<file path="config.mk">
export PLATFORM = sky130hd
export DESIGN_NAME = pc_sequencer
export DESIGN_NICKNAME = d
export VERILOG_FILES = /design/src/rtl/pc_seq_pkg.sv /design/src/rtl/pc_seq_pc_reg_en.sv /design/src/rtl/pc_sequencer.sv
export SDC_FILE = /design/constraint.sdc
export NUM_CORES = 1
export LEC_CHECK = 0
export CAP_MARGIN = 5
export CORE_ASPECT_RATIO = 0.7
export CORE_MARGIN = 2
export CORE_UTILIZATION = 42
export DETAILED_ROUTE_END_ITERATION = 10
export GPL_ROUTABILITY_DRIVEN = 1
export GPL_TIMING_DRIVEN = 0
export PLACE_DENSITY = 0.87
export SLEW_MARGIN = 40
export SYNTH_ARGS = -nofsm -noshare
export SYNTH_HDL_FRONTEND = slang
export SYNTH_HIERARCHICAL = 1
export SYNTH_SLANG_ARGS = --single-unit
</file>
<file path="constraint.sdc">
create_clock -name clk -period 2.2 [get_ports clk]
set_clock_uncertainty 0.2 [all_clocks]
set_input_delay 0.44 -clock clk [delete_from_list [all_inputs] [get_ports clk]]
set_output_delay 0.44 -clock clk [all_outputs]
set_load 0.02 [all_outputs]
</file>
<file path="src/rtl/pc_seq_pkg.sv">
// Shared types and constants for the program-counter sequencer.
package pc_seq_pkg;

  typedef enum logic [1:0] {
    ST_BOOT = 2'd0,
    ST_RUN  = 2'd1,
    ST_HALT = 2'd2
  } state_t;

  localparam int INSN_BYTES = 4;

endpackage

</file>
<file path="src/rtl/pc_seq_pc_reg_en.sv">
// PC storage: a load-enabled register that resets asynchronously to RESET_VECTOR.
module pc_reg_en #(
  parameter int                ADDR_W       = 32,
  parameter logic [ADDR_W-1:0] RESET_VECTOR = 32'h0000_0000
) (
  input  logic              clk,
  input  logic              rst,
  input  logic              en,
  input  logic [ADDR_W-1:0] d,
  output logic [ADDR_W-1:0] q
);

  // PC register with load enable
  always_ff @(posedge clk or negedge rst) begin
    if (!rst) begin
      q <= RESET_VECTOR;
    end else if (en) begin
      q <= d;
    end else begin
      q <= q;
    end
  end

endmodule

</file>
<file path="src/rtl/pc_sequencer.sv">
// Program-counter sequencer: picks the next PC (sequential, branch, jump, trap),
// offers it to fetch over valid/ready and supports halt/resume.
module pc_sequencer
  import pc_seq_pkg::*;
#(
  parameter int                ADDR_W       = 32,
  parameter logic [ADDR_W-1:0] RESET_VECTOR = 32'h0000_0000,
  parameter logic [ADDR_W-1:0] TRAP_VECTOR  = 32'h0000_0080,
  parameter int                CNT_W        = 16
) (
  input  logic              clk,
  input  logic              rst,
  output logic              fetch_valid,
  input  logic              fetch_ready,
  output logic [ADDR_W-1:0] pc,
  input  logic              branch_take,
  input  logic [ADDR_W-1:0] branch_target,
  input  logic              jump,
  input  logic [ADDR_W-1:0] jump_target,
  input  logic              trap,
  input  logic              halt,
  input  logic              resume,
  output logic              halted,
  output logic [CNT_W-1:0]  fetch_cnt
);

  function automatic logic [ADDR_W-1:0] align_target(input logic [ADDR_W-1:0] target);
    return {target[ADDR_W-1:2], 2'b00};
  endfunction

  state_t            state_r;
  state_t            state_next_s;
  logic              pc_en_s;
  logic [ADDR_W-1:0] pc_next_s;
  logic              cnt_inc_s;
  logic [CNT_W-1:0]  fetch_cnt_r;

  pc_reg_en #(
    .ADDR_W       (ADDR_W),
    .RESET_VECTOR (RESET_VECTOR)
  ) u_pc_reg (
    .clk (clk),
    .rst (rst),
    .en  (pc_en_s),
    .d   (pc_next_s),
    .q   (pc)
  );

  // State register
  always_ff @(posedge clk or negedge rst) begin
    if (!rst) begin
      state_r <= ST_BOOT;
    end else begin
      state_r <= state_next_s;
    end
  end

  // Next state, next PC and accept counting; an accept still counts when a
  // redirect overrides the sequential PC in the same cycle.
  always_comb begin
    state_next_s = state_r;
    pc_en_s      = 1'b0;
    pc_next_s    = pc;
    cnt_inc_s    = 1'b0;
    case (state_r)
      ST_BOOT: begin
        state_next_s = ST_RUN;
      end
      ST_RUN: begin
        cnt_inc_s = fetch_ready;
        if (trap) begin
          pc_en_s   = 1'b1;
          pc_next_s = align_target(TRAP_VECTOR);
        end else if (jump) begin
          pc_en_s   = 1'b1;
          pc_next_s = align_target(jump_target);
        end else if (branch_take) begin
          pc_en_s   = 1'b1;
          pc_next_s = align_target(branch_target);
        end else if (fetch_ready) begin
          pc_en_s   = 1'b1;
          pc_next_s = pc + ADDR_W'(INSN_BYTES);
        end else begin
          pc_en_s   = 1'b0;
        end
        if (halt) begin
          state_next_s = ST_HALT;
        end else begin
          state_next_s = ST_RUN;
        end
      end
      ST_HALT: begin
        if (trap) begin
          pc_en_s      = 1'b1;
          pc_next_s    = align_target(TRAP_VECTOR);
          state_next_s = ST_RUN;
        end else if (resume) begin
          state_next_s = ST_RUN;
        end else begin
          state_next_s = ST_HALT;
        end
      end
      default: begin
        state_next_s = ST_BOOT;
      end
    endcase
  end

  // Accepted-fetch counter, wraps modulo 2^CNT_W
  always_ff @(posedge clk or negedge rst) begin
    if (!rst) begin
      fetch_cnt_r <= {CNT_W{1'b0}};
    end else if (cnt_inc_s) begin
      fetch_cnt_r <= fetch_cnt_r + CNT_W'(1'b1);
    end else begin
      fetch_cnt_r <= fetch_cnt_r;
    end
  end

  assign fetch_cnt   = fetch_cnt_r;
  assign fetch_valid = (state_r == ST_RUN);
  assign halted      = (state_r == ST_HALT);

endmodule
</file>
==> flow_summary.html <==
<table>
<tr><th>Metric</th><th>Value</th></tr>
<tr><th colspan="2">Setup path</th></tr>
<tr><td>Source of the worst register-to-register timing path</td><td>u_pc_reg/q[15]</td></tr>
<tr><td>Required arrival time at the worst endpoint</td><td>2.18 ns</td></tr>
<tr><td>Critical Path, Cell by Cell</td><td>nand4_1 -&gt; nor4_4 -&gt; buf_4 -&gt; buf_6 -&gt; nand3_2 -&gt; a21o_1 -&gt; a22o_1 -&gt; mux2_4</td></tr>
<tr><td>Worst-path cell with the longest stage delay</td><td>dfrtp_2</td></tr>
<tr><td>Worst Setup Start Kind</td><td>flop</td></tr>
<tr><td>Largest stage delay, worst path</td><td>0.43 ns</td></tr>
<tr><td>Critical path capture point type</td><td>flop</td></tr>
<tr><td>Max FO, Critical Path</td><td>5</td></tr>
<tr><td>Crit path buffers/inverters</td><td>2</td></tr>
<tr><td>Dominant delay contributor by cell family on the critical path</td><td>simple AND/OR/NAND/NOR gates</td></tr>
<tr><td>Critical path startpoint</td><td>u_pc_reg/q[15]</td></tr>
<tr><td>Crit Path Category</td><td>reg -&gt; reg</td></tr>
<tr><td>Worst Path Arrival</td><td>2.37 ns</td></tr>
<tr><th colspan="2">Clock network</th></tr>
<tr><td>Number of buffers created by CTS</td><td>5</td></tr>
<tr><td>Sinks on Clock Net</td><td>50</td></tr>
<tr><td>Latest clock arrival within the worst-skew pair</td><td>0.30 ns</td></tr>
<tr><td>Clock tree from TritonCTS</td><td>done</td></tr>
<tr><td>Root buffer cell</td><td>clkbuf_16</td></tr>
<tr><td>Clk pin slew, worst setup/hold paths</td><td>0.08 ns</td></tr>
<tr><td>Buffer levels on the longest clock path</td><td>2</td></tr>
<tr><td>H-Tree Depth</td><td>2</td></tr>
<tr><th colspan="2">Min path</th></tr>
<tr><td>Startpoint of the tightest hold check path</td><td>fetch_cnt[15]</td></tr>
<tr><td>Tightest Hold Check Type</td><td>reg -&gt; reg</td></tr>
<tr><th colspan="2">Finish</th></tr>
<tr><td>Finished Layout Cells</td><td>696</td></tr>
<tr><td>Most common cell after layout, fill and taps aside</td><td>clkdlybuf4s50_1</td></tr>
<tr><td>Final #Nets</td><td>653</td></tr>
<tr><td>Area grow syn2layout</td><td>65.2%</td></tr>
<tr><td>Proportion of layout cells with a drive suffix above 1</td><td>31.4%</td></tr>
<tr><td>Commonest cells after routing, fill and taps aside</td><td>clkdlybuf4s50_1 (110), buf_4 (54), dfrtp_1 (34), mux2_4 (31), nor2_1 (30)</td></tr>
<tr><td>Util after Layout</td><td>71.8%</td></tr>
<tr><td>Antenna diode count</td><td>0</td></tr>
<tr><th colspan="2">Pwr</th></tr>
<tr><td>Leak Pwr</td><td>2.49 nW</td></tr>
<tr><td>IR Drop Worst-Case VDD</td><td>0.00101 V</td></tr>
<tr><td>Pwr per Cell Area</td><td>1080 nW/um^2</td></tr>
<tr><td>Post-layout total power</td><td>6.63 mW</td></tr>
<tr><th colspan="2">STA</th></tr>
<tr><td>Worst-case hold slack</td><td>0.293 ns</td></tr>
<tr><td>Number of hold-slack violations in the final timing report</td><td>0</td></tr>
<tr><td>Final-report setup violation count</td><td>22</td></tr>
<tr><td>Max-slew violation total from the final report</td><td>0</td></tr>
<tr><td>Worst slew margin</td><td>57.3%</td></tr>
<tr><td>Minimum period implied by the final worst setup slack</td><td>2.39 ns</td></tr>
<tr><td>Setup total negative slack</td><td>-1.64 ns</td></tr>
<tr><td>RSZ-0062 raised after global routing</td><td>true</td></tr>
<tr><td>Tcrit/Tclk final</td><td>109%</td></tr>
<tr><td>Setup WS post-layout</td><td>-0.188 ns</td></tr>
<tr><td>Worst slew pin tran</td><td>0.640 ns</td></tr>
<tr><td>FMAX</td><td>0.419 GHz</td></tr>
<tr><th colspan="2">Logic synthesis</th></tr>
<tr><td>Fraction of the yosys area taken by sequential cells</td><td>33.8%</td></tr>
<tr><td>Netlist Area Pre-Place</td><td>3700 sq um</td></tr>
<tr><td>Asr flop ratio synth</td><td>100%</td></tr>
<tr><td>EDFF count, synth</td><td>0</td></tr>
<tr><td>Most used DFF post-synth</td><td>dfrtp_1</td></tr>
<tr><td>Synthesized flop and latch total</td><td>50</td></tr>
<tr><td>Syn_area_per_cell</td><td>9.35 sq um</td></tr>
<tr><td>Synth Warn #</td><td>6</td></tr>
<tr><td>Cell count after synthesis</td><td>396</td></tr>
<tr><td>Synthesized Nets</td><td>474</td></tr>
<tr><td>Cell variety after synth</td><td>49</td></tr>
<tr><th colspan="2">Global routing</th></tr>
<tr><td>Via count of the first global-routing pass</td><td>3915</td></tr>
<tr><td>Total global routing overflow</td><td>0</td></tr>
<tr><td>Wire length of the first global-routing pass</td><td>19900 microns</td></tr>
<tr><td>Global router's overall resource usage</td><td>27.0%</td></tr>
<tr><td>Antenna violations before repair</td><td>0</td></tr>
<tr><td>Maximum number of pins on one net before global-route repair</td><td>32</td></tr>
<tr><th colspan="2">Placed design</th></tr>
<tr><td>Half-perimeter wire length after placement</td><td>8980 microns</td></tr>
<tr><td>Port bufs</td><td>116</td></tr>
<tr><td>Placer's final routability congestion estimate</td><td>0.913</td></tr>
<tr><td>Placed cell count</td><td>633</td></tr>
<tr><th colspan="2">Detailed routing</th></tr>
<tr><td>First-iteration detailed-routing DRC count</td><td>412</td></tr>
<tr><td>Ratio of routed vias to standard cells</td><td>6.17</td></tr>
<tr><td>Detailed-route DRC error count</td><td>0</td></tr>
<tr><td>Total number of vias</td><td>4294</td></tr>
<tr><td>Wirelength per Cell</td><td>21.5 microns</td></tr>
<tr><td>1st-pass router iterations</td><td>5</td></tr>
<tr><td>Post-Route WL</td><td>14900 microns</td></tr>
<tr><td>Post-detailed-route count of antenna-violating nets</td><td>0</td></tr>
<tr><th colspan="2">Outcome</th></tr>
<tr><td>Failing checks</td><td>setup timing</td></tr>
<tr><td>Status</td><td>finished, violations left</td></tr>
<tr><th colspan="2">Floorplan</th></tr>
<tr><td>Number of ports placed on the die boundary</td><td>122</td></tr>
<tr><td>Die Area</td><td>9590 sq um</td></tr>
<tr><td>Standard-cell row count</td><td>28</td></tr>
<tr><td>Area of the core</td><td>8510 sq um</td></tr>
<tr><td>Starting density of the core</td><td>43.5%</td></tr>
<tr><td>Vertical extent of the die</td><td>82.5 microns</td></tr>
<tr><td>Die width</td><td>116 microns</td></tr>
<tr><th colspan="2">Run</th></tr>
<tr><td>Max-capacitance violation count</td><td>0</td></tr>
</table>
[worst paths after layout]
check,end,slack [ns],depth (start not counted)
max,u_pc_reg/q[26],-0.19,8
min,fetch_cnt[15],0.29,1
max reg2reg,u_pc_reg/q[26],-0.19,8
min reg2reg,fetch_cnt[15],0.29,1
max in group asynchronous,u_pc_reg/q[18],0.94,3
min in group asynchronous,u_pc_reg/q[13],0.38,2
[through the flow]
| step | setup slack, ns | instance area (sq um) |
|---|---|---|
| finish | -0.188 | 6120 |
| global route | -0.261 | 6120 |
| CTS | -0.165 | 5500 |
| detailed placement | -0.882 | 5050 |
| global placement | -1.19 | 5030 |
| floorplan | 0.000412 | 3720 |
[synthesized netlist by cell type, drive strengths merged, types with 2 or more instances]
cell type  instances  share of area, %
inv               17               1.7
o22ai             12               2.0
and4               4              0.95
and3               4              0.68
dfrtp             50                34
nand3             16               2.6
mux2              33                13
a22o               8               1.9
and2               6               1.0
nor3               8               1.2
ha                 6               2.0
or2                2              0.34
a21boi             2              0.41
a21oi             15               2.0
nand2             23               2.3
o21ai             43               5.8
a31oi              6               1.0
a221o              2              0.54
nand4             17               2.9
o2bb2ai            5               1.2
o31a               2              0.47
nor2              32               3.2
o31ai              3              0.88
buf                9               2.8
clkbuf            15               1.5
a41oi              2              0.47
a21o               7               1.4
xor2               6               1.4
xnor2             15               3.5
o221ai            15               3.5
nor4               3               1.3
[cells by family (layout without fill, tap and decap cells)]
group           after synthesis  after routing  share of synthesized area (%)
compound gates              125            125                           22.4
flops                        50             50                           33.8
buf+inv                      41            221                           6.02
fa+ha+maj                     6              6                           2.03
xor+xnor                     21             21                           4.97
mux                          34             34                           13.4
simple gates                119            119                           17.4
[registers in the layout, indices dropped and copies added, names as in the netlist]
name and flops:
u_pc_reg/q 32, fetch_cnt 16, state_r 2
[worst register-to-register path, stage by stage, from the launching register on]
cell and delay [ns]:
dfrtp_2 0.43, nand4_1 0.24, nor4_4 0.33, buf_4 0.19
buf_6 0.13, nand3_2 0.09, a21o_1 0.19, a22o_1 0.21
mux2_4 0.26
[cell type report]
type | instances | area [sq um]
clock inverter | 2 | 60.1
clock buffer | 6 | 139
buffer | 23 | 233
multi-input combinational | 305 | 2560
fill | 578 | 2400
sequential | 50 | 1270
inverter | 17 | 63.8
timing repair buffer | 173 | 1630
tap | 120 | 150
[layer usage]
layer	global-route usage (%)	share of wire, %
met4	8.33	3.8
met2	45.9	47
met5	0	0
met3	5.99	11
met1	34.8	39
[power by group]
| part | switching (mW) | internal [mW] |
|---|---|---|
| logic | 1.97 | 2.14 |
| registers | 0.327 | 1.14 |
| clock network | 0.362 | 0.684 |
| total | 2.66 | 3.97 |
[timing repair]
action,in CTS,in global routing
hold endpoints to repair,19,0
resized for setup,42,91
setup buffers,18,34
cloned,0,3
pin swaps,5,38
setup endpoints to repair,38,32
hold buffers,1,0
Note: power is estimated with default switching activity, not from simulation.
